### src/rtl/vec_strip_ctrl.sv
// Vector length configuration and element-issue sequencer.
// Holds the vl/vtype/avl_rem/vill CSRs and walks element indices for one
// operation at a time, honouring downstream stalls.
module vec_strip_ctrl #(
    parameter int VLEN = 64
) (
    input  logic       clk,
    input  logic       rst,
    input  logic       cfg_valid,
    output logic       cfg_ready,
    input  logic [2:0] cfg_sew,
    input  logic [2:0] cfg_lmul,
    input  logic [6:0] cfg_avl,
    input  logic       cfg_use_rem,
    input  logic       op_valid,
    output logic       op_ready,
    output logic       elem_valid,
    output logic [6:0] elem_idx,
    output logic       elem_last,
    input  logic       elem_stall,
    output logic       op_done,
    output logic [6:0] vl,
    output logic [6:0] vtype,
    output logic [6:0] avl_rem,
    output logic       vill
);

    typedef enum logic [1:0] {
        IDLE = 2'd0,
        RUN  = 2'd1,
        DONE = 2'd2
    } state_t;

    localparam logic [6:0] VLEN_W = 7'(VLEN);

    state_t     state_q, state_d;
    logic [6:0] idx_q, idx_d;
    logic [6:0] vl_q, vl_d;
    logic [6:0] vtype_q, vtype_d;
    logic [6:0] rem_q, rem_d;
    logic       vill_q, vill_d;

    logic       cfg_legal;
    logic [6:0] avl_sel;
    logic [2:0] sew_shift;
    logic [6:0] vlmax;
    logic [6:0] vl_calc;
    logic       at_last;

    // Config datapath: VLMAX from SEW/LMUL, then vl = min(VLMAX, AVL)
    always_comb begin
        cfg_legal = ~cfg_sew[2] & ~cfg_lmul[2];
        avl_sel   = cfg_use_rem ? rem_q : cfg_avl;
        sew_shift = {1'b0, cfg_sew[1:0]} + 3'd3;
        vlmax     = (VLEN_W >> sew_shift) << cfg_lmul[1:0];
        vl_calc   = (avl_sel < vlmax) ? avl_sel : vlmax;
    end

    assign at_last = (idx_q == (vl_q - 7'd1));

    // Next-state, CSR update and handshake outputs; config beats op in IDLE
    always_comb begin
        state_d    = state_q;
        idx_d      = idx_q;
        vl_d       = vl_q;
        vtype_d    = vtype_q;
        rem_d      = rem_q;
        vill_d     = vill_q;
        cfg_ready  = 1'b0;
        op_ready   = 1'b0;
        elem_valid = 1'b0;
        op_done    = 1'b0;
        case (state_q)
            IDLE: begin
                cfg_ready = 1'b1;
                op_ready  = ~cfg_valid;
                if (cfg_valid) begin
                    if (cfg_legal) begin
                        vl_d    = vl_calc;
                        rem_d   = avl_sel - vl_calc;
                        vtype_d = {1'b1, cfg_sew, cfg_lmul};
                        vill_d  = 1'b0;
                    end else begin
                        vl_d    = 7'd0;
                        rem_d   = 7'd0;
                        vtype_d = 7'd0;
                        vill_d  = 1'b1;
                    end
                end else if (op_valid) begin
                    idx_d = 7'd0;
                    if ((vl_q == 7'd0) || vill_q) begin
                        state_d = DONE;
                    end else begin
                        state_d = RUN;
                    end
                end
            end
            RUN: begin
                elem_valid = 1'b1;
                if (!elem_stall) begin
                    if (at_last) begin
                        idx_d   = 7'd0;
                        state_d = DONE;
                    end else begin
                        idx_d = idx_q + 7'd1;
                    end
                end
            end
            DONE: begin
                op_done = 1'b1;
                state_d = IDLE;
            end
            default: begin
                state_d = IDLE;
            end
        endcase
    end

    // State, element index and CSR registers
    always_ff @(posedge clk or posedge rst) begin
        if (rst) begin
            state_q <= IDLE;
            idx_q   <= 7'd0;
            vl_q    <= 7'd0;
            vtype_q <= 7'd0;
            rem_q   <= 7'd0;
            vill_q  <= 1'b0;
        end else begin
            state_q <= state_d;
            idx_q   <= idx_d;
            vl_q    <= vl_d;
            vtype_q <= vtype_d;
            rem_q   <= rem_d;
            vill_q  <= vill_d;
        end
    end

    assign elem_idx  = idx_q;
    assign elem_last = elem_valid & at_last;
    assign vl        = vl_q;
    assign vtype     = vtype_q;
    assign avl_rem   = rem_q;
    assign vill      = vill_q;

endmodule

### config.mk
export PLATFORM = sky130hd
export DESIGN_NAME = vec_strip_ctrl
export DESIGN_NICKNAME = d
export VERILOG_FILES = /design/src/rtl/vec_strip_ctrl.sv
export SDC_FILE = /design/constraint.sdc
export NUM_CORES = 1
export LEC_CHECK = 0
export ABC_AREA = 1
export BUFFER_PORTS_ARGS = -buffer_cell sky130_fd_sc_hd__buf_4
export CAP_MARGIN = 20
export CORE_UTILIZATION = 57
export DETAILED_ROUTE_END_ITERATION = 16
export PLACE_DENSITY_LB_ADDON = 0.05
export SYNTH_ARGS = -nofsm -noshare
export SYNTH_HDL_FRONTEND = slang
export SYNTH_SLANG_ARGS = --single-unit
### constraint.sdc
create_clock -name clk -period 4.85 [get_ports clk]
set_clock_uncertainty 0.2 [all_clocks]
set_input_delay 0.97 -clock clk [delete_from_list [all_inputs] [get_ports clk]]
set_output_delay 0.97 -clock clk [all_outputs]
set_load 0.02 [all_outputs]
## Yosys cells after proc, flatten, opt, wreduce, memory -nomap -nowiden

Index checks and enable logic that the tools add are counted.

- Output and inout port bits: 34
- Register bits after elaboration: 31
- Input port bits: 19

- Shift operators: 2
- Bitwise gates (word level): 5
- Add/subtract/negate cells: 4
- Reduce and logical (&&, ||, !) cells: 7
- $lt $le $gt $ge: 1
- Equality and inequality tests: 7
- Muxes and demuxes: 21

Operators by type and width:

| kind | count |
|---|---|
| $mux 7 | 9 |
| $pmux 7 s2 | 1 |
| $mux 2 | 5 |
| $ne 2x2->1 const B | 4 |
| $reduce_and 4->1 | 2 |
| $add 7x1->7 const B | 1 |
| $eq 7x7->1 | 1 |
| $logic_not 7->1 | 1 |
| $lt 7x7->1 | 1 |
| $shl 7x2->7 | 1 |
| $shr 7x3->7 const A | 1 |
| $sub 7x1->7 const B | 1 |
| $sub 7x7->7 | 1 |
| $mux 1 | 5 |
| $pmux 2 s2 | 1 |
| $add 2x2->3 const B | 1 |
| $not 1->1 | 3 |
| $and 1x1->1 | 2 |
| $eq 2x1->1 const B | 1 |
| $eq 2x2->1 const B | 1 |
| $logic_not 2->1 | 1 |
| $reduce_and 2->1 | 1 |
| $reduce_bool 2->1 | 1 |
| $logic_or 1x1->1 | 1 |

## Logic depth before layout (Yosys ltp)

- Depth in word-level cells: 7
- Depth in mapped cells: 26

## Worst setup path after synthesis

OpenSTA, ideal clock, no wires.

- Kind: input to register
- From: in cfg_lmul[1]
- To: reg rem_q[6] (netlist: avl_rem[6])
- Library setup time: 0.118 ns
- Buffers on the path: 2
- Slack: 0.815 ns
- Data arrival time: 3.717 ns
- Data required time: 4.532 ns
- Stages on the path: 22
- Path through: clkbuf_1 -> inv_1 -> nor2_1 -> inv_1 -> ha_1 -> nand2_1 -> o21a_1 -> nand2_4 -> buf_6 -> nor2_1 -> a21oi_2 -> inv_1 -> ha_1 -> fa_1 -> o21ai_0 -> nand2_1 -> nand2_1 -> a21oi_1 -> inv_1 -> nand3_1 -> nand3_1 -> nand2_1

- Cells in the longest elaborated chain, start to end: 5

Ends and longest elaborated chain:

| item | RTL line | text |
|---|---|---|
| from (decl) | 12 | `input logic [2:0] cfg_lmul,` |
| $shl 7x2->7 (*) | 55 | `vlmax = (VLEN_W >> sew_shift) << cfg_lmul[1:0];` |
| $lt 7x7->1 | 56 | `vl_calc = (avl_sel < vlmax) ? avl_sel : vlmax;` |
| $mux 7 (*) | 56 |  |
| $sub 7x7->7 (*) | 80 | `rem_d = avl_sel - vl_calc;` |
| $mux 7 (*) | 78 | `if (cfg_legal) begin` |
| to (signal assigned) | 133 | `rem_q <= rem_d;` |
| to (decl) | 40 | `logic [6:0] rem_q, rem_d;` |

Mark *: on every way between the ends. The rest lies on a longest branch, timed or not.
A chain may end at the register's enable or synchronous reset.

## Worst setup path in the final report

- From: in cfg_use_rem
- To: reg rem_q[6] (netlist: avl_rem[6])

- Cells in the longest elaborated chain, start to end: 5

Ends and longest elaborated chain:

| item | RTL line | text |
|---|---|---|
| from (decl) | 14 | `input logic cfg_use_rem,` |
| $mux 7 (*) | 53 | `avl_sel = cfg_use_rem ? rem_q : cfg_avl;` |
| $lt 7x7->1 | 56 |  |
| $mux 7 | 56 |  |
| $sub 7x7->7 (*) | 80 |  |
| $mux 7 (*) | 78 |  |

Marks and branches as above.

==> run metrics <==
# Post-CTS Setup Buffers 0; FMAX 241 MHz; synthesized area per cell 7.55 um^2; Final Setup Violations 0; PortBufs 52; measured slew at the worst slew-check pin 0.565 ns; Hold Crit Class reg -> reg; row cnt 21; post-synthesis cell type count 29; Post-Synthesis Cells 281; initial drt markers 118; Pins Over Slew Limit 0; sequential share of the synthesized area 36.6%; post-synth top area cell dfrtp_1; final WL 5040 um; Worst EP arrival 4.11 ns; grt ovf 0; post-route cell area 0.00265 mm^2; final count of hold timing violations 0; total CTS buffers 5; Clock Sinks 31; clock slew at reported path FFs 0.07 ns; initial core utilization 61.7%; most frequent cells in the layout nand2_1 (72), buf_4 (54), inv_1 (37); VDD IR max 0.255 mV; first-pass GRT wire length 8420 um; Syn Std Cell Area 0.00212 mm^2; die area 0.00397 mm^2; Vias 1994; Setup crit start cfg_use_rem; DRC Markers 0; fillcell total 290; Max Cap Viol 0; HP Start vtype[3]$_DFFE_PP0P_; CP Class in -> reg; total track usage 27.3%; HPWL Detailed 3940 um; YS warnings 0; Clk Latency, worst-skew pair 0.27 ns; drt pass-1 iters 4; layout cells sized above 1 22.8%; hold_buf cts 0; H-tree levels 2; status complete, no violations; total I/O pin count 53; die extent in y 63.0 um; initial antenna violation count 0; Placed Area 0.00256 mm^2; Pwr Density 572 mW/mm^2; RSZ-0062 raised after global routing false; Setup TNS 0 ns; synth top area cells dfrtp_1 (37%), nand2_1 (13%), ha_1 (8.8%), inv_1 (6.5%), o21ai_0 (5.2%); DRT antenna net count 0; Syn Nets 316; CP max FO 16; Final min period 4.15 ns; pin count of the biggest net entering global routing 32; worst reg2reg startpoint avl_rem[1]$_DFFE_PP0P_; R2R setup slack 1.26 ns; Resized cells post-CTS 0; count of state elements after synthesis 31; Yosys top cell area share 36.6%; GPL Wtd Cong 0.877; Max-slew headroom 61.9%; static leakage 1.42 nW; vias in the first global route 1926; Clock Tree Buf Depth 2; root buf cell clkbuf_8; layout net count 372; drt wl/cell 13.2 um; commonest non-fill, non-tap cell in the layout nand2_1; fin crit share 85.5%; # diodes 0; crit path launch type primary input; CP required 4.82 ns; endpoint type of the worst setup path register; die width 63.0 um; Via-to-Cell Ratio 5.21; CTS tree done; Area Overhead vs Synth 24.7%; core box area 0.00344 mm^2
==> synthesized netlist by cell type <==
master / n
inv_1: 37
dfrtp_1: 31
xnor2_1: 8
inv_2: 1
o21ai_1: 4
xor2_1: 8
nor2_1: 25
buf_6: 1
nand3_1: 11
or2_2: 1
o21ai_0: 22
o22ai_1: 7
nand2_2: 4
nand2_4: 1
nand3_2: 1
ha_1: 15
a21oi_2: 1
o211ai_1: 3
o22ai_2: 1
nand2_1: 72
nor2_2: 1
o21ai_2: 4
nor4_1: 1
nor3_1: 3
fa_1: 1
o21a_1: 1
o21a_4: 1
clkbuf_1: 4
a21oi_1: 11
==> worst max-delay path, stage by stage <==
cell and delay [ns]:
buf_4 0.14, o21ai_0 0.46, inv_1 0.16, ha_1 0.31, nand2_1 0.04, inv_1 0.04, nand2_1 0.04, nand2_1 0.06
nand2_2 0.06, nand2_4 0.17, nor2_1 0.07, a21oi_2 0.13, inv_1 0.06, ha_1 0.20, fa_1 0.40, o21ai_0 0.28
nand2_1 0.11, nand2_1 0.07, a21oi_1 0.07, inv_1 0.06, nand3_1 0.07, nand3_1 0.08, nand2_1 0.05
==> state kept, by name (all words and copies together) (netlist names) <==
name / count
avl_rem: 7
elem_idx: 7
state_q: 2
vill: 1
vl: 7
vtype: 7
==> final timing paths <==
check	end	cells after the start
setup reg to reg	avl_rem[6]$_DFFE_PP0P_	24
hold reg to reg	vtype[3]$_DFFE_PP0P_	2
max in group asynchronous	state_q[1]$_DFFE_PP0P_	3
min in group asynchronous	vtype[5]$_DFFE_PP0P_	3
hold / removal	vtype[3]$_DFFE_PP0P_	2
setup / recovery	avl_rem[6]$_DFFE_PP0P_	23
==> final cells by class <==
type	count	area [um^2]	area share [%]
clock buffers	6	82.6	3.12
repair buffers	54	405	15.3
multi-input cells	207	1180	44.5
flip-flops and latches	31	776	29.3
inverters	38	143	5.39
well taps	46	57.6	2.17
clock inverters	1	5.00	0.189
==> per-layer routing <==
metal	wire (um)	track usage, %	vias to the layer above	part of all wire, %
li1	-	-	1017	-
met1	2140	32.2	913	42
met2	2580	48.1	54	51
met3	189	4.01	10	3.8
met4	132	13.1	0	2.6
met5	0	0	-	0
==> through the flow <==
stage | hold slack, ns | util [%] | cells | total power [mW] | setup slack, ns
6_report | 0.294 | 76.9 | 383 | 1.51 | 0.703
3_5_place_dp | 0.271 | 74.3 | 376 | 1.31 | 0.441
3_3_place_gp | 0.266 | 74.3 | 376 | 1.28 | 0.610
2_1_floorplan | 0.385 | - | 281 | 1.03 | 0.815
4_1_cts | 0.300 | 76.9 | 383 | 1.51 | 0.722
5_1_grt | 0.315 | 76.9 | 383 | 1.63 | 0.347
==> logic make-up after synthesis <==
group / Yosys count / share of synthesized area, %
flops: 31 / 36.6
xor+xnor: 16 / 6.60
compound gates: 55 / 15.6
buf+inv: 43 / 7.96
fa+ha+maj: 16 / 9.79
simple gates: 120 / 23.5
==> where the power goes <==
group	switching, mW	leakage (nW)	total [mW]	internal, mW
clock	0.0932	0.0470	0.204	0.111
combinational	0.530	0.955	0.886	0.356
sequential	0.0822	0.414	0.423	0.341
Power figures use the tool's default switching activity.
